File: config.mk
export PLATFORM = sky130hd
export DESIGN_NAME = div_iter
export DESIGN_NICKNAME = d
export VERILOG_FILES = /design/src/rtl/mips_pkg.sv /design/src/rtl/div_sign_fix.sv /design/src/rtl/div_iter.sv
export SDC_FILE = /design/constraint.sdc
export NUM_CORES = 1
export LEC_CHECK = 0
export CAP_MARGIN = 0
export CORE_AREA = 2 2 191 193
export CTS_BUF_LIST = sky130_fd_sc_hd__clkbuf_4 sky130_fd_sc_hd__clkbuf_8
export CTS_CLUSTER_DIAMETER = 40
export CTS_CLUSTER_SIZE = 20
export DETAILED_ROUTE_END_ITERATION = 8
export DIE_AREA = 0 0 193 195
export DONT_BUFFER_PORTS = 1
export GPL_ROUTABILITY_DRIVEN = 0
export SYNTH_ARGS = -nofsm -noshare
export SYNTH_HDL_FRONTEND = slang
export SYNTH_SLANG_ARGS = --single-unit
File: constraint.sdc
create_clock -name clk -period 6.1 [get_ports clk]
set_input_delay 0.915 -clock clk [delete_from_list [all_inputs] [get_ports clk]]
set_output_delay 0.915 -clock clk [all_outputs]
set_load 0.01 [all_outputs]
File: src/rtl/mips_pkg.sv
// rtl/mips_pkg.sv - shared MIPS core constants: divider state encodings and default width
package mips_pkg;

  localparam int DIV_WIDTH = 32;

  typedef logic [1:0] div_state_t;

  localparam div_state_t DIV_IDLE = 2'd0;
  localparam div_state_t DIV_RUN  = 2'd1;
  localparam div_state_t DIV_DONE = 2'd2;

endpackage

File: src/rtl/div_sign_fix.sv
// rtl/div_sign_fix.sv - operand magnitude conditioning and result sign / divide-by-zero correction
module div_sign_fix
  import mips_pkg::*;
#(
  parameter int WIDTH = DIV_WIDTH
) (
  input  logic [WIDTH-1:0] op_raw,
  input  logic             op_signed,
  output logic [WIDTH-1:0] op_mag,
  input  logic [WIDTH-1:0] res_mag,
  input  logic             res_neg,
  input  logic             div0,
  input  logic [WIDTH-1:0] div0_val,
  output logic [WIDTH-1:0] res_out
);

  always_comb begin
    op_mag = (op_signed && op_raw[WIDTH-1]) ? (~op_raw + 1'b1) : op_raw;
  end

  // Divide-by-zero results bypass sign correction entirely.
  always_comb begin
    if (div0) begin
      res_out = div0_val;
    end else if (res_neg) begin
      res_out = ~res_mag + 1'b1;
    end else begin
      res_out = res_mag;
    end
  end

endmodule

File: src/rtl/div_iter.sv
// rtl/div_iter.sv - iterative radix-2 restoring divider for DIV/DIVU with pipeline stall and flush
module div_iter
  import mips_pkg::*;
#(
  parameter int WIDTH = DIV_WIDTH
) (
  input  logic             clk,
  input  logic             rst,
  input  logic             start,
  input  logic             signed_op,
  input  logic             cancel,
  input  logic [WIDTH-1:0] a,
  input  logic [WIDTH-1:0] b,
  output logic             stall,
  output logic             done,
  output logic [WIDTH-1:0] quotient,
  output logic [WIDTH-1:0] remainder
);

  localparam int CW = $clog2(WIDTH + 1);

  div_state_t       state_q, state_d;
  logic [CW-1:0]    count_q, count_d;
  logic [WIDTH-1:0] rem_q, rem_d;
  logic [WIDTH-1:0] dvd_q, dvd_d;
  logic [WIDTH-1:0] dvs_q, dvs_d;
  logic [WIDTH-1:0] a_raw_q, a_raw_d;
  logic             q_neg_q, q_neg_d;
  logic             r_neg_q, r_neg_d;
  logic             div0_q, div0_d;
  logic             done_q, done_d;
  logic [WIDTH-1:0] quot_q, quot_d;
  logic [WIDTH-1:0] rmd_q, rmd_d;

  logic [WIDTH-1:0] a_mag, b_mag, quot_fix, rmd_fix;
  logic [WIDTH:0]   shifted;
  logic [WIDTH-1:0] sub, rem_next, dvd_next;
  logic             q_bit;

  // The shifted partial remainder is one bit wider than the divisor so the
  // compare is exact; after a successful subtract the result fits WIDTH bits.
  assign shifted  = {rem_q, dvd_q[WIDTH-1]};
  assign q_bit    = (shifted >= {1'b0, dvs_q});
  assign sub      = shifted[WIDTH-1:0] - dvs_q;
  assign rem_next = q_bit ? sub : shifted[WIDTH-1:0];
  assign dvd_next = {dvd_q[WIDTH-2:0], q_bit};

  div_sign_fix #(.WIDTH(WIDTH)) u_fix_quot (
    .op_raw   (a),
    .op_signed(signed_op),
    .op_mag   (a_mag),
    .res_mag  (dvd_next),
    .res_neg  (q_neg_q),
    .div0     (div0_q),
    .div0_val ({WIDTH{1'b1}}),
    .res_out  (quot_fix)
  );

  div_sign_fix #(.WIDTH(WIDTH)) u_fix_rmd (
    .op_raw   (b),
    .op_signed(signed_op),
    .op_mag   (b_mag),
    .res_mag  (rem_next),
    .res_neg  (r_neg_q),
    .div0     (div0_q),
    .div0_val (a_raw_q),
    .res_out  (rmd_fix)
  );

  always_comb begin
    state_d = state_q;
    count_d = count_q;
    rem_d   = rem_q;
    dvd_d   = dvd_q;
    dvs_d   = dvs_q;
    a_raw_d = a_raw_q;
    q_neg_d = q_neg_q;
    r_neg_d = r_neg_q;
    div0_d  = div0_q;
    done_d  = 1'b0;
    quot_d  = quot_q;
    rmd_d   = rmd_q;

    case (state_q)
      DIV_IDLE: begin
        if (start) begin
          a_raw_d = a;
          dvd_d   = a_mag;
          dvs_d   = b_mag;
          rem_d   = '0;
          q_neg_d = (a[WIDTH-1] ^ b[WIDTH-1]) & signed_op;
          r_neg_d = a[WIDTH-1] & signed_op;
          div0_d  = (b == '0);
          count_d = CW'(WIDTH);
          state_d = DIV_RUN;
        end
      end
      DIV_RUN: begin
        rem_d   = rem_next;
        dvd_d   = dvd_next;
        count_d = count_q - 1'b1;
        if (count_q == CW'(1)) begin
          state_d = DIV_DONE;
          done_d  = 1'b1;
          quot_d  = quot_fix;
          rmd_d   = rmd_fix;
        end
      end
      DIV_DONE: begin
        state_d = DIV_IDLE;
      end
      default: begin
        state_d = DIV_IDLE;
      end
    endcase

    // A flush abandons the divide; visible results stay as they were.
    if (cancel) begin
      state_d = DIV_IDLE;
      done_d  = 1'b0;
      quot_d  = quot_q;
      rmd_d   = rmd_q;
    end
  end

  always_ff @(posedge clk) begin
    if (rst) begin
      state_q <= DIV_IDLE;
      count_q <= '0;
      rem_q   <= '0;
      dvd_q   <= '0;
      dvs_q   <= '0;
      a_raw_q <= '0;
      q_neg_q <= 1'b0;
      r_neg_q <= 1'b0;
      div0_q  <= 1'b0;
      done_q  <= 1'b0;
      quot_q  <= '0;
      rmd_q   <= '0;
    end else begin
      state_q <= state_d;
      count_q <= count_d;
      rem_q   <= rem_d;
      dvd_q   <= dvd_d;
      dvs_q   <= dvs_d;
      a_raw_q <= a_raw_d;
      q_neg_q <= q_neg_d;
      r_neg_q <= r_neg_d;
      div0_q  <= div0_d;
      done_q  <= done_d;
      quot_q  <= quot_d;
      rmd_q   <= rmd_d;
    end
  end

  assign stall     = start & (state_q != DIV_DONE) & ~rst & ~cancel;
  assign done      = done_q;
  assign quotient  = quot_q;
  assign remainder = rmd_q;

endmodule

==> qor.yml <==
status:
  status: "finished, final reports clean"
logic_synthesis:
  synth_top_family_by_area: "compound AO/OA/AOI/OAI gates"
  synth_top_area_cell: "dfxtp_1"
  avgSynthCellArea_um2: 7.48
  synth_mux_area_share_pct: 1.97
  synth_edf_count: 0
  synth_ff_type: "dfxtp_1"
  synth_area_mm2: 0.0131
  ys_seq_area_share_pct: 31.2
  syn-num-nets: 1856
  post_synth_xor_area_fraction_pct: 8.36
  synth_seq_cells: 204
  yosysTopAreaCellShare_pct: 31.2
  ys_async_sr_fraction_pct: 0
  netlist_instances: 1748
  synth_cell_types: 89
  synthSimpleGateAreaFrac_pct: 23.1
  synth_compound_gate_area_share_pct: 26.2
  synth_area_leaders: "dfxtp_1 31%, nand2_1 7.0%, a21oi_1 6.3%, nor2_1 5.5%, xor2_1 4.8%"
  yosys_warnings: 0
  yosys.area_share.adder_pct: 3.79
sta:
  timing_hold_violations_final: 0
  fmax_mhz: 207
  skew_ns: 0.0711
  slew_headroom_pct: 25.1
  period_share_pct: 79.2
  fin_hold_ws_ns: 0.434
  finalCriticalPeriod_ns: 4.83
  tightest_slew_ns: 1.12
  rsz0062_at_grt: "false"
  setup_violations: 0
  finalSetupTns_ns: 0
  drv_slew: 0
die:
  die_h_um: 195
  rows: 69
  ios: 135
  die_w_um: 193
  core_mm2: 0.0354
  start_util_pct: 36.9
  dieArea_mm2: 0.0376
critical_path:
  crit_fanout: 12
  rr_endpoint: "remainder[18]$_SDFFE_PP0P_"
  rrSetupSlack_ns: 1.27
  critPathCaptureType: "register"
  path_class: "reg -> reg"
  critPathLaunchType: "register"
  r2r_start: "rem_q[19]$_SDFFE_PP0P_"
  ff2ff_path_depth: 17
  cp.required_ns: 6.60
  crit_arrival_ns: 5.33
  critPathLaunch: "rem_q[19]$_SDFFE_PP0P_"
clock_tree:
  cts_sinks: 204
  insertion_delay_ns: 0.58
  post-cts-setup-buffer-count: 0
  holdBufCountCts: 0
  clk_pin_slew_ns: 0.08
  cts_buffer_depth: 3
  cts_root_buffer: "clkbuf_8"
  cts-htree-levels: 2
  cts_tree: "built"
  cts_resized: 0
  cts_buffers: 37
placement:
  portBuffers: 0
  placed_area_mm2: 0.0133
  post-dp-hpwl_um: 30200
layout:
  final_cell_mix: "244 x nand2_1, 204 x dfxtp_1, 189 x nor2_1"
  syn2layout_area_growth_pct: 7.98
  antennaDiodeCount: 0
  final_nets: 1788
  final_common_cell: "nand2_1"
  design_area_mm2: 0.0141
  drive_above_1_share_pct: 7.26
hold_path:
  hp-class: "in -> reg"
  hp-start: "rst"
  hold_depth: 1
  min_to: "dvs_q[10]$_SDFFE_PP0P_"
flow_run:
  cap_violations: 0
power_and_ir_drop:
  p_per_area_mw_per_mm2: 240
  leakagePower_nw: 5.16
  total_power_mw: 3.39
  ir_worst_vdd_uv: 213
global_routing:
  grt_pass1_wl_um: 63600
  grt_pass1_vias: 11518
  grt_usage_pct: 21.2
  antenna_found_initial: 0
  overflow: 0
  grt_max_degree: 207
routing:
  wirelength_um: 41000
  drt-initial-drc-count: 1073
  ant_nets: 0
  via_per_inst: 5.77
  drc: 0
  drt_first_pass_iters: 6
  routedWlPerCell_um: 18.9
  vias: 12503
==> cell usage after synthesis, types with 6 or more instances <==
library cell,number
or3_1,23
clkbuf_1,92
ha_1,38
a31oi_1,26
inv_1,57
a21o_1,12
and3_1,9
o211ai_1,17
o31ai_1,21
nor3_1,41
dfxtp_1,204
nand2b_1,11
a22oi_1,33
nand4_1,16
or4_1,11
and2_1,9
or2_2,8
o21a_1,7
xor2_1,72
a311oi_1,16
mux2_2,6
xnor2_1,49
nor2_1,191
o21bai_1,6
a21oi_1,165
nor2b_1,8
buf_2,15
buf_1,10
o21ai_1,9
a211oi_1,60
o41ai_1,13
nand2_1,245
mux2i_1,19
o21ai_0,77
nand3_1,37
nor4_1,22
nand3b_1,8
==> metal layers <==
| metal | part of all wire [%] | wire length (µm) | global-route usage, % |
|---|---|---|---|
| met5 | 0 | 0 | 0 |
| met2 | 42 | 17200 | 31.5 |
| met1 | 46 | 18800 | 30.0 |
| met3 | 9.4 | 3840 | 5.37 |
| met4 | 2.7 | 1110 | 6.31 |
==> stage by stage <==
step / setup slack [ns] / instances / util [%]
floorplan: 1.41 / 1748 / -
global placement: 1.52 / 2102 / 37.5
detailed placement: 1.33 / 2102 / 37.5
CTS: 1.35 / 2168 / 39.9
global route: 0.730 / 2168 / 39.9
finish: 1.27 / 2168 / 39.9
==> power breakdown <==
part / internal (mW) / total [mW] / switching (mW)
registers: 1.38 / 1.43 / 0.0495
logic: 0.182 / 0.493 / 0.311
clock network: 0.794 / 1.46 / 0.666
total: 2.36 / 3.39 / 1.03
==> critical path, stage by stage (launching register included) <==
cell      delay, ns
dfxtp_1        0.37
ha_1           0.51
nand4_1        0.34
nor3_1         0.40
a22oi_1        0.16
a32oi_2        0.28
o21a_4         0.20
inv_4          0.06
a21oi_1        0.26
ha_1           0.25
nand2_1        0.08
nor4_1         0.49
mux2i_1        0.19
or2_2          0.34
o41ai_1        0.38
xnor2_1        0.18
nand2_1        0.07
a211oi_1       0.21
==> layout make-up <==
cell class / instances / area [µm²]
clock buffers: 40 / 538
clock inverters: 26 / 287
fillers: 3734 / 21300
inverters: 60 / 228
multi-input cells: 1364 / 8300
flip-flops and latches: 204 / 4080
well taps: 461 / 577
repair buffers: 13 / 97.6
==> flip-flops by register name, summed over array words and instances (netlist names) <==
register and flops:
a_raw_q 32, count_q 6, div0_q 1, done 1
dvd_q 32, dvs_q 32, q_neg_q 1, quotient 32
r_neg_q 1, rem_q 32, remainder 32, state_q 2
==> cells by family (layout without fill, tap and decap cells) <==
group / count (synthesis) / in the layout
XOR/XNOR: 123 / 123
AO/OA/AOI/OAI: 519 / 519
multiplexers: 25 / 25
adder cells (fa/ha/maj): 39 / 39
AND/OR/NAND/NOR: 658 / 658
flip-flops: 204 / 204
buffers and inverters: 180 / 139
==> worst max-delay path by stage <==
stage / endpoint / cells past startpoint
2_1_floorplan: remainder[30]$_SDFFE_PP0P_ / 21
6_report: remainder[18]$_SDFFE_PP0P_ / 17
3_3_place_gp: remainder[18]$_SDFFE_PP0P_ / 17
4_1_cts: remainder[18]$_SDFFE_PP0P_ / 17
3_5_place_dp: remainder[18]$_SDFFE_PP0P_ / 17
5_1_grt: remainder[16]$_SDFFE_PP0P_ / 18
(Power assumes the default switching activity.)
